`config.mk`:
```
export PLATFORM = sky130hd
export DESIGN_NAME = register_arbiter
export DESIGN_NICKNAME = d
export VERILOG_FILES = /design/src/rtl/register_arbiter.sv
export SDC_FILE = /design/constraint.sdc
export NUM_CORES = 1
export LEC_CHECK = 0
export ABC_AREA = 1
export ABC_CLOCK_PERIOD_IN_PS = 1700
export BUFFER_PORTS_ARGS = -buffer_cell sky130_fd_sc_hd__buf_4
export CAP_MARGIN = 25
export CELL_PAD_IN_SITES_DETAIL_PLACEMENT = 1
export CELL_PAD_IN_SITES_GLOBAL_PLACEMENT = 1
export CORE_ASPECT_RATIO = 1.4
export CORE_MARGIN = 5
export CORE_UTILIZATION = 23
export DETAILED_ROUTE_END_ITERATION = 16
export PLACE_DENSITY_LB_ADDON = 0.3
export SLEW_MARGIN = 30
export SYNTH_ARGS = -nofsm -noshare
export SYNTH_HDL_FRONTEND = slang
export SYNTH_SLANG_ARGS = --single-unit
```
`constraint.sdc`:
```
create_clock -name clk -period 1.7 [get_ports clk]
set_input_delay 0.17 -clock clk [delete_from_list [all_inputs] [get_ports clk]]
set_output_delay 0.17 -clock clk [all_outputs]
set_load 0.1 [all_outputs]
```
`src/rtl/register_arbiter.sv`:
```
// Two-requester round-robin arbiter that serialises write/read accesses to one
// shared register and returns the register contents to the winning requester.
//
// state  | meaning
// IDLE   | no owner; arbitrate pending requests
// ACCESS | owner drives the register (load on write, hold on read)
// RESP   | done/rdata presented to the owner for one cycle
module register_arbiter #(
    parameter int WIDTH = 32
) (
    input  logic             clk,
    input  logic             rst,
    input  logic             req_a,
    input  logic             wr_a,
    input  logic [WIDTH-1:0] wdata_a,
    output logic             gnt_a,
    output logic             done_a,
    output logic [WIDTH-1:0] rdata_a,
    input  logic             req_b,
    input  logic             wr_b,
    input  logic [WIDTH-1:0] wdata_b,
    output logic             gnt_b,
    output logic             done_b,
    output logic [WIDTH-1:0] rdata_b,
    output logic [WIDTH-1:0] reg_r,
    output logic             reg_l,
    output logic             reg_e,
    input  logic [WIDTH-1:0] reg_q
);

    typedef enum logic [1:0] {
        IDLE   = 2'd0,
        ACCESS = 2'd1,
        RESP   = 2'd2
    } state_t;

    state_t           state_q, state_d;
    logic             owner_q, owner_d;
    logic             rr_ptr_q, rr_ptr_d;
    logic             lat_wr_q, lat_wr_d;
    logic [WIDTH-1:0] lat_data_q, lat_data_d;
    logic             winner;

    always_comb begin
        state_d    = state_q;
        owner_d    = owner_q;
        rr_ptr_d   = rr_ptr_q;
        lat_wr_d   = lat_wr_q;
        lat_data_d = lat_data_q;
        // rr_ptr only breaks ties; a lone requester always wins
        winner     = (req_a && req_b) ? rr_ptr_q : req_b;
        case (state_q)
            IDLE: begin
                if (req_a || req_b) begin
                    owner_d    = winner;
                    rr_ptr_d   = ~winner;
                    lat_wr_d   = winner ? wr_b : wr_a;
                    lat_data_d = winner ? wdata_b : wdata_a;
                    state_d    = ACCESS;
                end
            end
            ACCESS:  state_d = RESP;
            RESP:    state_d = IDLE;
            default: state_d = IDLE;
        endcase
    end

    always_ff @(posedge clk) begin
        if (rst) begin
            state_q    <= IDLE;
            owner_q    <= 1'b0;
            rr_ptr_q   <= 1'b0;
            lat_wr_q   <= 1'b0;
            lat_data_q <= '0;
        end else begin
            state_q    <= state_d;
            owner_q    <= owner_d;
            rr_ptr_q   <= rr_ptr_d;
            lat_wr_q   <= lat_wr_d;
            lat_data_q <= lat_data_d;
        end
    end

    assign gnt_a   = (state_q != IDLE) && !owner_q;
    assign gnt_b   = (state_q != IDLE) && owner_q;
    assign done_a  = (state_q == RESP) && !owner_q;
    assign done_b  = (state_q == RESP) && owner_q;
    assign rdata_a = done_a ? reg_q : '0;
    assign rdata_b = done_b ? reg_q : '0;

    assign reg_l = (state_q == ACCESS) && lat_wr_q;
    assign reg_e = reg_l;
    assign reg_r = reg_l ? lat_data_q : '0;

endmodule

```
==> impl_results.md, run 1 <==
- CP Launch Type: flop
- CTS tree: done
- Placer Congestion: around 0.72
- Via count: around 3900
- Sequential element share of the synthesized area: 0.2678
- Initial antenna violation count: 0
- DRC viols: 0
- Syn nets: roughly 620
- Fmax achieved: between 500 and 600 MHz
- Synth top area cells: dfxtp_1, nor2_1, inv_1
- Crit-path max FO: 7
- Clk slew on worst S/H paths: ~0.06 ns
- P per Cell Area: between 500 and 600 nW/um2
- Vias in the first global route: ~4000
- RR Startpoint: rr_ptr_q
- Core Box Area: about 12000 um2
- R2R depth: 6
- Synth area leader: dfxtp_1
- First-pass GRT wire length: approximately 20000 um
- DR pass1 iterations: 4
- Violated checks: negative setup slack
- Syn Std Cell Area: ~2800 um2
- H-tree Lvls: 2
- Initial Utilization: 0.2340
- Ports: between 200 and 250
- CP Class: reg -> out
- Mapped Avg Cell Area: 5.300 um2
- Period utilization: 1.010
- Max VDD drop: about 370 uV
- CTS max path bufs: 2
- Routed wire length per instance: around 16 um
- Crit path time final: roughly 1.7 ns
- Hold Violations, Final: 0
- Die area: around 14000 um2
- Slew Viols, Final: 0
- Min-delay worst type: in -> reg
- Top-area cell type share of the netlist area: 0.2678
- Ys Warns: 0
- Slew HR: 0.3721
- Syn-to-layout area delta: 129.1%
- TritonCTS buffer count: 5
- Sequential cell area: between 700 and 800 um2
- Ant. Diodes: 0
- Post-Synthesis Cells: around 520
- Seq cells post-synth: 37
- Layout cells sized above 1: 0.4786
- LEAKAGE: between 3 and 4 nW
- IO Port Bufs: 203
- Outcome: finished, violations left
- Vias per cell: 4.417
- R2r endpoint: lat_data_q[2]
- Layout fillers: ~1400
- Rows: between 40 and 50
- Final nets: about 830
- Crit path to: rdata_a[31]
- Clk_lat worst skew: 0.28 ns
- RSZ-0062 raised after global routing: true
- Worst clock skew: approximately 0.0037 ns
- Final core utilization: 0.5361
- CP Data Arrival Time: ~1.6 ns
- Total track usage: 0.1732
- R2R Setup Slk: roughly 0.3 ns
- Grt total ovfl: 0
- Multi-input logic area: 2151 um2
- Setup violators final: 1
- WP data required: between 1.5 and 2 ns
- # Max-Cap Violations: 0
- Clock tree sinks: 37
- Root Buffer: clkbuf_16
- Total Wirelength: around 14000 um
- Setup crit end kind: primary output
- Pin count of the biggest net entering global routing: between 60 and 70
- Final worst slack: -0.01719 ns
- Initial DRC Count: 93
- Die W: 102.7 um
- Fin Hold WS: between 0.08 and 0.09 ns
- Die Span Y: between 100 and 150 um
- Crit path from: state_q[1]
- Post-DP HPWL: between 9000 and 10000 um
- Post-route ant nets: 0
- Cell variety after synth: 17
- Worst Tran Pin Value: 0.9383 ns
## how the worst min path moves through the flow
stage / start / endpoint / slack (ns) / cells after the start
5_1_grt: rst / owner_q / 0.08 / 2
3_3_place_gp: rst / owner_q / 0.37 / 2
3_5_place_dp: rst / owner_q / 0.37 / 2
2_1_floorplan: rst / owner_q / 0.23 / 1
4_1_cts: rst / owner_q / 0.08 / 2
6_report: rst / owner_q / 0.08 / 2
## where the power goes
| part | switching, mW | internal (mW) | total, mW |
|---|---|---|---|
| Combinational | 1.03 | 0.546 | 1.58 |
| Clock | 0.364 | 0.537 | 0.901 |
| Sequential | 0.0291 | 0.968 | 0.997 |
| Total | 1.43 | 2.05 | 3.48 |
## stage by stage
step | area (um2) | power, mW | instances | setup WS, ns | setup TNS [ns]
after floorplan | 3400 | 2.050 | 522 | -0.3239 | -3.440
after global placement | 5151 | 2.446 | 855 | 0.1590 | 0
after global routing | 6337 | 3.686 | 872 | -0.06261 | -1.750
after CTS | 5914 | 3.473 | 868 | -0.03792 | -0.09021
final | 6337 | 3.479 | 872 | -0.01719 | -0.01719
after detailed placement | 5151 | 2.482 | 855 | 0.1479 | 0
## state kept, by name (all words and copies together) (netlist names)
name        count
lat_data_q     32
state_q         2
lat_wr_q        1
owner_q         1
rr_ptr_q        1
## final cells by class
| type | count | share of cell area |
|---|---|---|
| multi-input combinational | 345 | 0.3394 |
| clock inverter | 3 | 0.002764 |
| clock buffer | 5 | 0.01974 |
| tap | 147 | 0.02902 |
| inverter | 106 | 0.06377 |
| sequential | 37 | 0.1177 |
| timing repair buffer | 229 | 0.4276 |
## cell families after synthesis
logic type	synth area share
buffers and inverters	0.2207
and+or+nand+nor	0.4437
AOI/OAI and AO/OA	0.06784
DFF	0.2678
## placed cells by master (no fill, tap or decap), types with 2 or more instances in the layout
cell type	synthesis	layout
nor2_1	166	71
buf_12	0	60
inv_2	0	2
a21oi_1	34	34
clkinvlp_4	0	2
inv_1	105	101
buf_4	4	137
nand2_1	103	102
buf_16	0	3
nor2_4	2	92
dfxtp_1	37	35
clkbuf_16	0	8
clkinv_2	0	2
nand3_1	36	33
buf_6	7	18
nor2_2	0	5
nand3_4	0	3
buf_8	0	8
## layer usage
layer / up-vias / global-route usage / wire length [um]
li1: 1916 / - / -
met1: 1780 / 0.1813 / 4745
met2: 143 / 0.3349 / 7728
met3: 13 / 0.03605 / 1063
met4: 0 / 0.04838 / 191
met5: - / 0 / 0
## critical path, cell delays in order (launching register included)
cell	delay, ns
dfxtp_4	0.35
buf_4	0.12
nand3_4	0.16
buf_12	0.18
nor2_1	0.13
buf_4	0.32
## cells in the mapped netlist, drive strengths merged
cell    count
buf        26
nand2     103
nor3        1
a21oi      35
clkbuf      8
inv       105
o21ai       1
clkinv      1
nand3      37
dfxtp      37
nor2      168
## repair_timing
action | CTS | global route
setup buffers | 3 | 1
endpoints found under the setup margin | 91 | 72
gates cloned | 2 | 3
hold buffers | 0 | 0
pin swaps | 0 | 0
gates resized for setup | 137 | 82
(Power assumes the default switching activity.)
==> inputs of run 2 (changes only) <==
--- a/config.mk
+++ b/config.mk
@@ -7,7 +7,7 @@
 export LEC_CHECK = 0
 export ABC_AREA = 1
 export ABC_CLOCK_PERIOD_IN_PS = 1700
-export BUFFER_PORTS_ARGS = -buffer_cell sky130_fd_sc_hd__buf_4
+export BUFFER_PORTS_ARGS = -buffer_cell sky130_fd_sc_hd__buf_2
 export CAP_MARGIN = 25
 export CELL_PAD_IN_SITES_DETAIL_PLACEMENT = 1
 export CELL_PAD_IN_SITES_GLOBAL_PLACEMENT = 1
==> impl_results.md, run 2 (synthesis gave the netlist of run 1 again) <==
- Final nets: 821 (was 826)
- DR pass1 iterations: 4 (unchanged)
- Initial Utilization: 0.2340 (unchanged)
- CP Class: reg -> out (unchanged)
- Total track usage: 0.1775 (was 0.1732)
- Fin cells: 867 (was 872)
- Worst path cell trace: buf_6 -> nand3_4 -> clkbuf_16 -> nor2_4 -> buf_12 (was buf_4 -> nand3_4 -> buf_12 -> nor2_1 -> buf_4)
- Pin count of the biggest net entering global routing: 68 (unchanged)
- CP max stage delay: 0.35 ns (about the same)
- Placed cell areas: 6132 um2 (was 5151 um2)
- Most common cell after layout, fill and taps aside: buf_12 (was buf_4)
- Most frequent cells in the layout: buf_12, inv_1, nand2_1, buf_2, nor2_4 (was buf_4, nand2_1, inv_1)
- Layout fillers: 1433 (was 1449)
- Crit-path max FO: 8 (was 7)
- H-tree Lvls: 2 (unchanged)
- Ant. Diodes: 0 (unchanged)
- CP Data Arrival Time: 1.47 ns (was 1.55 ns)
- Number of hold buffers added after cts: 0 (unchanged)
- Final core utilization: 0.5461 (was 0.5361)
- Post-DP HPWL: 10830 um (was 9764 um)
- Setup violators final: 0 (was 1)
- Hold path startpoint: rst (unchanged)
- Global-route met1 utilization: 0.1853 (was 0.1813)
- Grt total ovfl: 0 (unchanged)
- Clock Power Share: 0.268 (was 0.259)
- Placed Cells: 853 (was 855)
- P per Cell Area: 542.9 nW/um2 (was 549.0 nW/um2)
- Vias per cell: 4.384 (was 4.417)
- Sw Share: 0.4060 (was 0.4103)
- Crit path time final: 1.637 ns (was 1.717 ns)
- Syn-to-layout area delta: 133.3% (was 129.1%)
- Die area: 14350 um2 (unchanged)
- Period utilization: 0.9632 (was 1.010)
- Routed wire length per instance: 14.85 um (was 15.74 um)
- First-pass GRT wire length: 20400 um (was 19970 um)
- CP Launch Type: flop (unchanged)
- Hold Violations, Final: 0 (unchanged)
- CTS max path bufs: 2 (unchanged)
- Fmax achieved: 610.7 MHz (was 582.3 MHz)
- Grt met3 use: 0.03605 (unchanged)
- Fin Hold WS: 0.1108 ns (was 0.08477 ns)
- Delay-heaviest family, CP: buffers and inverters (unchanged)
- Outcome: complete, no violations (was finished, violations left)
- Slew Viols, Final: 0 (unchanged)
- Buf/Inv on CP: 3 (unchanged)
- Clk_lat worst skew: 0.28 ns (about the same)
- Internal power: 2.081 mW (was 2.051 mW)
- Clock tree sinks: 37 (unchanged)
- Root Buffer: clkbuf_16 (unchanged)
- Min-delay worst type: in -> reg (unchanged)
- Core Box Area: 11820 um2 (unchanged)
- Via count: 3801 (was 3852)
- Worst clock skew: 0.005873 ns (was 0.003736 ns)
- Slew HR: 0.3914 (was 0.3721)
- Reg power frac: 0.287 (about the same)
- Switching Power: 1.423 mW (was 1.428 mW)
- Ports: 204 (unchanged)
- DRC viols: 0 (unchanged)
- IO Port Bufs: 203 (unchanged)
- Initial antenna violation count: 0 (unchanged)
- Die W: 102.7 um (unchanged)
- Crit path from: state_q[0] (was state_q[1])
- LEAKAGE: 3.000 nW (was 3.030 nW)
- WP data required: 1.53 ns (about the same)
- Setup crit end kind: primary output (unchanged)
- Max VDD drop: 394.7 uV (was 367.3 uV)
- Initial DRC Count: 119 (was 93)
- Biggest regs: lat_data_q (32), state_q (2) (unchanged)
- Met2 Use GR: 0.3479 (was 0.3349)
- TritonCTS buffer count: 5 (unchanged)
- Top Usage Layer GRT: met2 (unchanged)
- Vias in the first global route: 4095 (was 4049)
- Die Span Y: 139.8 um (unchanged)
- Layout cells sized above 1: 0.4708 (was 0.4786)
- CTS tree: done (unchanged)
- Post-route ant nets: 0 (unchanged)
- Clk slew on worst S/H paths: 0.05 ns (was 0.06 ns)
- # Max-Cap Violations: 0 (unchanged)
- Comb pwr share: 0.446 (was 0.454)
- Crit-path slowest cell: dfxtp_2 (was dfxtp_4)
- Placer Congestion: 0.7608 (was 0.7237)
- Max reg flops: 32 (unchanged)
- Total Wirelength: 12870 um (was 13730 um)
- Fin area: 6455 um2 (was 6337 um2)
- Rows: 47 (unchanged)
- Worst Tran Pin Value: 0.9095 ns (was 0.9383 ns)
- RR Startpoint: state_q[0] (was rr_ptr_q)
- Largest reg by FF count: lat_data_q (unchanged)
-- run 2: changes by cell type in the layout (fill, tap and decap cells not counted), moves of 3 or more --
cell / previous run / this run
buf_4: 137 / 9
buf_16: 3 / 0
buf_12: 60 / 108
buf_6: 18 / 3
nor2_1: 71 / 74
buf_8: 8 / 0
nor2_2: 5 / 2
buf_2: 0 / 102
-- run 2: power by group through the flow --
stage                     Clock [mW]  Sequential, mW  Combinational, mW
final                          0.938            1.00               1.56
after global routing            1.01            1.01               1.70
after CTS                      0.973            1.00               1.55
after detailed placement           0            1.02               1.54
after global placement             0            1.02               1.49
after floorplan                    0            1.01               1.04
-- run 2: path summary, 6_finish.rpt --
check	endpoint	slack, ns	cells after the start
max reg2reg	lat_data_q[9]	0.24	7
max	reg_r[11]	0.06	5
min	owner_q	0.11	2
min reg2reg	rr_ptr_q	0.52	2
-- run 2: final cells by class --
| cell class | instances | area [um2] | share of cell area |
|---|---|---|---|
| Timing Repair Buffer | 224 | 2824 | 0.4375 |
| Multi-Input combinational cell | 345 | 2143 | 0.3320 |
| Sequential cell | 37 | 747.0 | 0.1157 |
| Inverter | 106 | 404.1 | 0.06261 |
| Tap cell | 147 | 183.9 | 0.02849 |
| Clock buffer | 6 | 138.9 | 0.02152 |
| Clock inverter | 2 | 13.76 | 0.002132 |
-- run 2: per-layer routing --
layer	wire, um	up-vias	share of wire
li1	-	1904	-
met5	0	-	0
met2	7191	140	0.56
met1	4598	1745	0.36
met4	196	0	0.015
met3	886	12	0.069
-- run 2: worst register-to-register path, cell delays in order (launching register included) --
cell	delay [ns]
dfxtp_2	0.33
buf_6	0.12
buf_4	0.13
nor2_4	0.18
o21ai_4	0.29
nand2_1	0.15
nand2_1	0.07
nor2_1	0.13
-- run 2: timing repair --
| item | 4_1_cts | 5_1_grt |
|---|---|---|
| resized for setup | 10 | 16 |
| endpoints found under the setup margin | 51 | 42 |
| setup buffers | 2 | 2 |
| pin swaps | 0 | 2 |
| hold endpoints to repair | 0 | 0 |
| gates cloned | 0 | 2 |
-- run 2: stage by stage --
stage | power, mW | setup slack, ns | setup TNS (ns)
floorplan | 2.050 | -0.3239 | -3.440
global placement | 2.508 | 0.2250 | 0
detailed placement | 2.560 | 0.1773 | 0
CTS | 3.529 | -0.008725 | -0.01658
global route | 3.722 | -0.007597 | -0.007597
finish | 3.504 | 0.06252 | 0
